### src/rtl/writeback_stage.sv
// Writeback stage of the 5-stage pipeline.
// Holds the MEM/WB latch and drives the register-file write port.
// Tracks instruction retirement and owns the sticky processor halt.
// Optional statistics counters are enabled by defining WB_STATS_EN.
// With WB_STATS_EN defined, ret_count and stall_count exist and saturate at all-ones.

package writeback_pkg;
  typedef struct packed {
    logic        valid;
    logic        RegWen;
    logic [4:0]  wsel;
    logic        MemToReg;
    logic        JAL;
    logic        halt;
    logic [31:0] dmemload;
    logic [31:0] ALUOut;
    logic [31:0] npc;
  } memory_t;
endpackage

module writeback_stage
  import writeback_pkg::*;
#(
  parameter int CNT_W = 32
) (
  input  logic             CLK,
  input  logic             RST,
  input  logic             ihit,
  input  logic             dhit,
  input  logic             freeze,
  input  logic             flush,
  input  memory_t          memory_p,
  output logic             WEN,
  output logic [4:0]       wsel,
  output logic [31:0]      wdat,
  output logic             halt,
  output logic             retired
`ifdef WB_STATS_EN
  ,
  output logic [CNT_W-1:0] ret_count,
  output logic [CNT_W-1:0] stall_count
`endif
);

  typedef enum logic {RUN = 1'b0, HALTED = 1'b1} state_t;

  state_t  state;
  memory_t lat;
  logic    fresh;
  logic    advance;
  logic    running;
  logic    act;

  assign running = (state == RUN);
  assign advance = (ihit | dhit) & ~freeze & running;

  // The latched instruction is acted on only in the first cycle after it loads.
  assign act = fresh & lat.valid & running;

  // MEM/WB latch; fresh marks the first cycle after a load so each instruction acts once
  always_ff @(posedge CLK) begin
    if (RST) begin
      lat   <= '0;
      fresh <= 1'b0;
    end else begin
      fresh <= advance;
      if (advance) lat <= flush ? '0 : memory_p;
    end
  end

  // Halt FSM: a retiring halt instruction parks the stage until reset
  always_ff @(posedge CLK) begin
    if (RST) begin
      state <= RUN;
    end else if (state == RUN && act && lat.halt) begin
      state <= HALTED;
    end
  end

  // Regfile write value, JAL link address wins over load data over ALU result
  always_comb begin
    wdat = lat.ALUOut;
    if (lat.JAL)           wdat = lat.npc;
    else if (lat.MemToReg) wdat = lat.dmemload;
  end

  assign wsel    = lat.wsel;
  assign retired = act;
  // The halt instruction never writes back; register 0 is hardwired.
  assign WEN     = act & lat.RegWen & (lat.wsel != 5'd0) & ~lat.halt;
  // Halt is visible in the halt instruction's own retire cycle, then held by the FSM.
  assign halt    = (state == HALTED) | (act & lat.halt);

`ifdef WB_STATS_EN
  // Saturating statistics, both frozen once halted
  always_ff @(posedge CLK) begin
    if (RST) begin
      ret_count   <= '0;
      stall_count <= '0;
    end else if (running) begin
      if (act && ret_count != '1)         ret_count   <= ret_count + 1'b1;
      if (!advance && stall_count != '1)  stall_count <= stall_count + 1'b1;
    end
  end
`else
  // Counter width only matters when statistics are built in.
  logic [CNT_W-1:0] unused_cnt_w;
  assign unused_cnt_w = '0;
`endif

endmodule

### config.mk
export PLATFORM = sky130hd
export DESIGN_NAME = writeback_stage
export DESIGN_NICKNAME = d
export VERILOG_FILES = /design/src/rtl/writeback_stage.sv
export SDC_FILE = /design/constraint.sdc
export NUM_CORES = 1
export LEC_CHECK = 0
export BUFFER_PORTS_ARGS = -buffer_cell sky130_fd_sc_hd__buf_2
export CAP_MARGIN = 10
export CORE_MARGIN = 2
export CORE_UTILIZATION = 50
export DETAILED_ROUTE_END_ITERATION = 10
export GPL_ROUTABILITY_DRIVEN = 1
export PLACE_DENSITY = 0.8
export SKIP_CTS_REPAIR_TIMING = 1
export SLEW_MARGIN = 20
export SYNTH_ARGS = -nofsm -noshare
export SYNTH_HDL_FRONTEND = slang
export SYNTH_SLANG_ARGS = --single-unit
### constraint.sdc
create_clock -name CLK -period 3.8 [get_ports CLK]
set_clock_uncertainty 0.15 [all_clocks]
set_input_delay 0.76 -clock CLK [delete_from_list [all_inputs] [get_ports CLK]]
set_output_delay 0.76 -clock CLK [all_outputs]
set_load 0.02 [all_outputs]
; ---- After elaboration in Yosys (flattened, before gate mapping)
; Cells that the tools add are included.
[op_classes]
mux = 3
reduce_logical = 3
n_bitwise = 13
[ops]
columns = cell, count
row1 = $mux W106, 1
row2 = $mux W32, 2
row3 = $and A1 B1 Y1, 8
row4 = $reduce_bool A5 Y1, 1
row5 = $not A1 Y1, 3
row6 = $logic_and A1 B1 Y1, 2
row7 = $or A1 B1 Y1, 2
[totals]
in_bits = 112
ff_bits = 108
output_inout_bits = 40

; ---- Longest topological paths before layout
[logic_depth]
ltp_word = 5
mapped_depth = 6

; ---- Worst setup path after synthesis
; Ideal clock, no wire load.
[synth_timing]
kind = reg2out
startpoint = register lat[105] in the netlist's numbering
endpoint = output WEN
path_slack_ns = 1.431
stages_incl_launch_ff = 4
arrival_time_ns = 1.459
path_buffers = 0
path_cell_list = dfxtp_1 -> nand2_1 -> nor2_1 -> nor4bb_1
[synth_via]
elab_chain_cells = 5
[synth_lines]
columns = item, line
row1 = from (decl), 48  ; memory_t lat;
row2 = from (signal assigned), 67  ; if (advance) lat <= flush ? '0 : memory_p;
row3 = $and A1 B1 Y1 (2 in a row), 58  ; assign act = fresh & lat.valid & running;
row4 = named net retired, 37  ; output logic retired
row5 = $and A1 B1 Y1 (3 in a row), 90  ; assign WEN = act & lat.RegWen & (lat.wsel != 5'd0) & ~lat.halt;
row6 = to (decl), 33  ; output logic WEN,
; The timed path passes the listed nets, and every way through them passes these cells.

; ---- Worst setup path in the final report
[layout_timing]
startpoint = register lat[98] in the netlist's numbering
endpoint = output wdat[22]
[layout_via]
elab_chain_cells = 2
[layout_lines]
columns = item, line
row1 = $mux W32, 84  ; else if (lat.MemToReg) wdat = lat.dmemload;
row2 = $mux W32, 83  ; if (lat.JAL) wdat = lat.npc;
row3 = to (decl), 35  ; output logic [31:0] wdat,
; Every way passes these cells.

==> impl_metrics.py <==
metrics = {
    "status": {
        "status": "complete, no violations",
    },
    "detailed_routing": {
        "wire_per_inst_um": 16.4,
        "first_pass_iters": 5,
        "ant_nets": 0,
        "drc": 0,
        "route.vias.total": 5050,
        "drt-total-wl_um": 13900,
        "via_per_inst": 5.99,
        "drtIter0Drc": 426,
    },
    "setup_path": {
        "worst_setup_path_start_kind": "flip-flop",
        "reg2reg_slack_ps": 1840,
        "cp_slowest_cell": "dfxtp_2",
        "path_cells": "buf_4, mux2i_1, o21ai_0, buf_2",
        "slowest_delay_ps": 810,
        "cp_data_required_time_ps": 2890,
        "r2r-start": "state",
        "r2r_end": "lat[34]",
        "path_max_fanout": 23,
        "end_kind": "primary output",
        "criticalPathCategory": "flip-flop to primary output",
        "cp.arrival_ps": 2100,
        "r2r_cells": 4,
    },
    "die": {
        "row_count": 37,
        "die_width_um": 107,
        "initial_core_util_pct": 51.3,
        "die_h_um": 107,
        "ios": 152,
        "fp.dieArea_mm2": 0.0114,
        "coreArea_mm2": 0.0103,
    },
    "global_routing": {
        "grt_pass1_wl_um": 22100,
        "busiest_layer": "met2",
        "grt_pass1_vias": 4610,
        "antenna_found_initial": 1,
        "grt_max_degree": 109,
        "use_met1_pct": 32.0,
        "grt_use_met3_pct": 3.65,
        "track_usage_pct": 23.5,
        "grt_remaining_overflow": 0,
        "grt_use_met2_pct": 38.8,
    },
    "clock_tree": {
        "numCtsBuffers": 9,
        "clk_pin_slew_ps": 90,
        "cts_sinks": 108,
        "clock_latency_ps": 350,
        "cts_tree": "done",
        "clockBufferDepth": 2,
        "cts_root_buf": "clkbuf_8",
        "cts-htree-levels": 3,
    },
    "sta": {
        "min_period_ps": 3010,
        "whs_ps": 327,
        "hold_violations": 0,
        "fmax_ghz": 0.332,
        "setup_viol": 0,
        "setup_tns_ps": 0,
        "rsz0062_at_grt": "no",
        "drv_slew": 0,
        "post-route-period-util_pct": 79.2,
        "maxSlewHeadroom_pct": 26.2,
        "tightest_slew_ps": 1110,
    },
    "synth": {
        "synth_top_area_share_pct": 41.0,
        "synth.area.top_cells": "dfxtp_1 (41%), nand4b_1 (18%), o21ai_0 (10%)",
        "syn_inst": 619,
        "syn_avg_cell_area_um2": 8.51,
        "synth.cell_area_mm2": 0.00527,
        "ys_ff_latch": 108,
        "yosys.area.top_type": "dfxtp_1",
        "yosys.cell_types.count": 21,
        "yosysSeqAreaShare_pct": 41.0,
        "synth_fp_nets": 731,
        "synth_warnings": 0,
    },
    "min_path": {
        "hold_start": "lat[6]",
        "hold_class": "flip-flop to flip-flop",
        "hold_path_depth": 2,
        "whs_endpoint": "lat[6]",
    },
    "pwr": {
        "irDropWorstVdd_uv": 244,
        "power.density_mw_per_mm2": 361,
        "leakage_uw": 0.00213,
    },
    "flow_run": {
        "drv_cap": 0,
    },
    "cells_and_area": {
        "drive_gt1_share_pct": 25.4,
        "fillers": 972,
        "area_growth_syn_to_layout_pct": 14.6,
        "design_area_mm2": 0.00604,
        "final_nets": 815,
        "multiInputGateArea_mm2": 0.00268,
        "seq_area_mm2": 0.00216,
    },
    "placed_design": {
        "portBuffers": 151,
        "dp_hpwl_um": 8540,
        "postPlaceCellArea_mm2": 0.00585,
        "finalWeightedCongestion": 0.803,
    },
}
cell families after synthesis:
logic type | after synthesis | synth area share (%)
mux | 32 | 6.08
simple gates | 149 | 21.2
buf+inv | 85 | 8.31
flops | 108 | 41.0
compound gates | 245 | 23.3
cells in the final DEF (no fill, tap or decap), drive strengths merged:
master      n
buf       158
o21ai     138
dfxtp     108
nand4b    106
a21oi     106
nand2      33
mux2i      32
clkbuf     10
nor2        4
clkinvlp    3
or2         2
diode       1
or4         1
nor4bb      1
a31o        1
nor3        1
nor2b       1
bufinv      1
worst max-delay path by stage:
| stage | startpoint | endpoint | slack (ps) |
|---|---|---|---|
| after floorplan | lat[105] | WEN | 1430 |
| after global placement | lat[98] | wdat[19] | 1260 |
| after detailed placement | lat[98] | wdat[22] | 1190 |
| after CTS | lat[98] | wdat[22] | 790 |
| after global routing | lat[98] | wdat[22] | 700 |
| final | lat[98] | wdat[22] | 790 |
critical path: cells and delay by family, from the launching register on:
| kind | cells | cell delay (ps) |
|---|---|---|
| AO/OA/AOI/OAI | 1 | 110 |
| buffers and inverters | 2 | 590 |
| flip-flops | 1 | 810 |
| multiplexers | 1 | 240 |
synth_stat cells:
cell type	instances
buf_6	5
a31o_2	1
nor2_2	2
o21ai_0	109
dfxtp_1	108
or4_1	1
or2_1	2
nor2_1	2
buf_1	1
nand2_1	33
clkbuf_2	5
a21oi_1	106
mux2i_1	32
nor2b_1	1
clkbuf_1	38
buf_2	24
nand4b_1	106
nor4bb_1	1
buf_4	12
nor3_2	1
o21ai_1	29
layer usage:
| metal | wire length [um] | vias to the layer above |
|---|---|---|
| met1 | 5970 | 2392 |
| met5 | 0 | - |
| met3 | 955 | 15 |
| met2 | 6750 | 198 |
| met4 | 178 | 0 |
| li1 | - | 2445 |
report_power, final:
group          total (uW)  switching [uW]  leakage, uW  internal [uW]
sequential           1200            30.2     0.000880           1170
combinational         309             184      0.00117            125
clock                 665             367    0.0000805            298
final cells by class:
type,instances,area share (%)
sequential,108,35.9
clock buffer,10,2.11
timing repair buffer,158,13.8
clock inverter,4,0.870
antenna,1,0.0415
tap,136,2.82
multi-input combinational,426,44.5
through the flow:
stage	std cells	setup WS (ps)	power [uW]	util, %
finish	843	792	2180	58.7
global route	842	695	2270	58.7
CTS	842	787	2190	58.7
detailed placement	828	1190	1540	57.0
global placement	828	1260	1530	57.0
floorplan	619	1430	1430	-
registers in the layout, indices dropped and copies added, names as in the netlist:
name / flops
lat: 101
state: 1
fresh: 1
wsel: 5
Power figures use the tool's default switching activity.
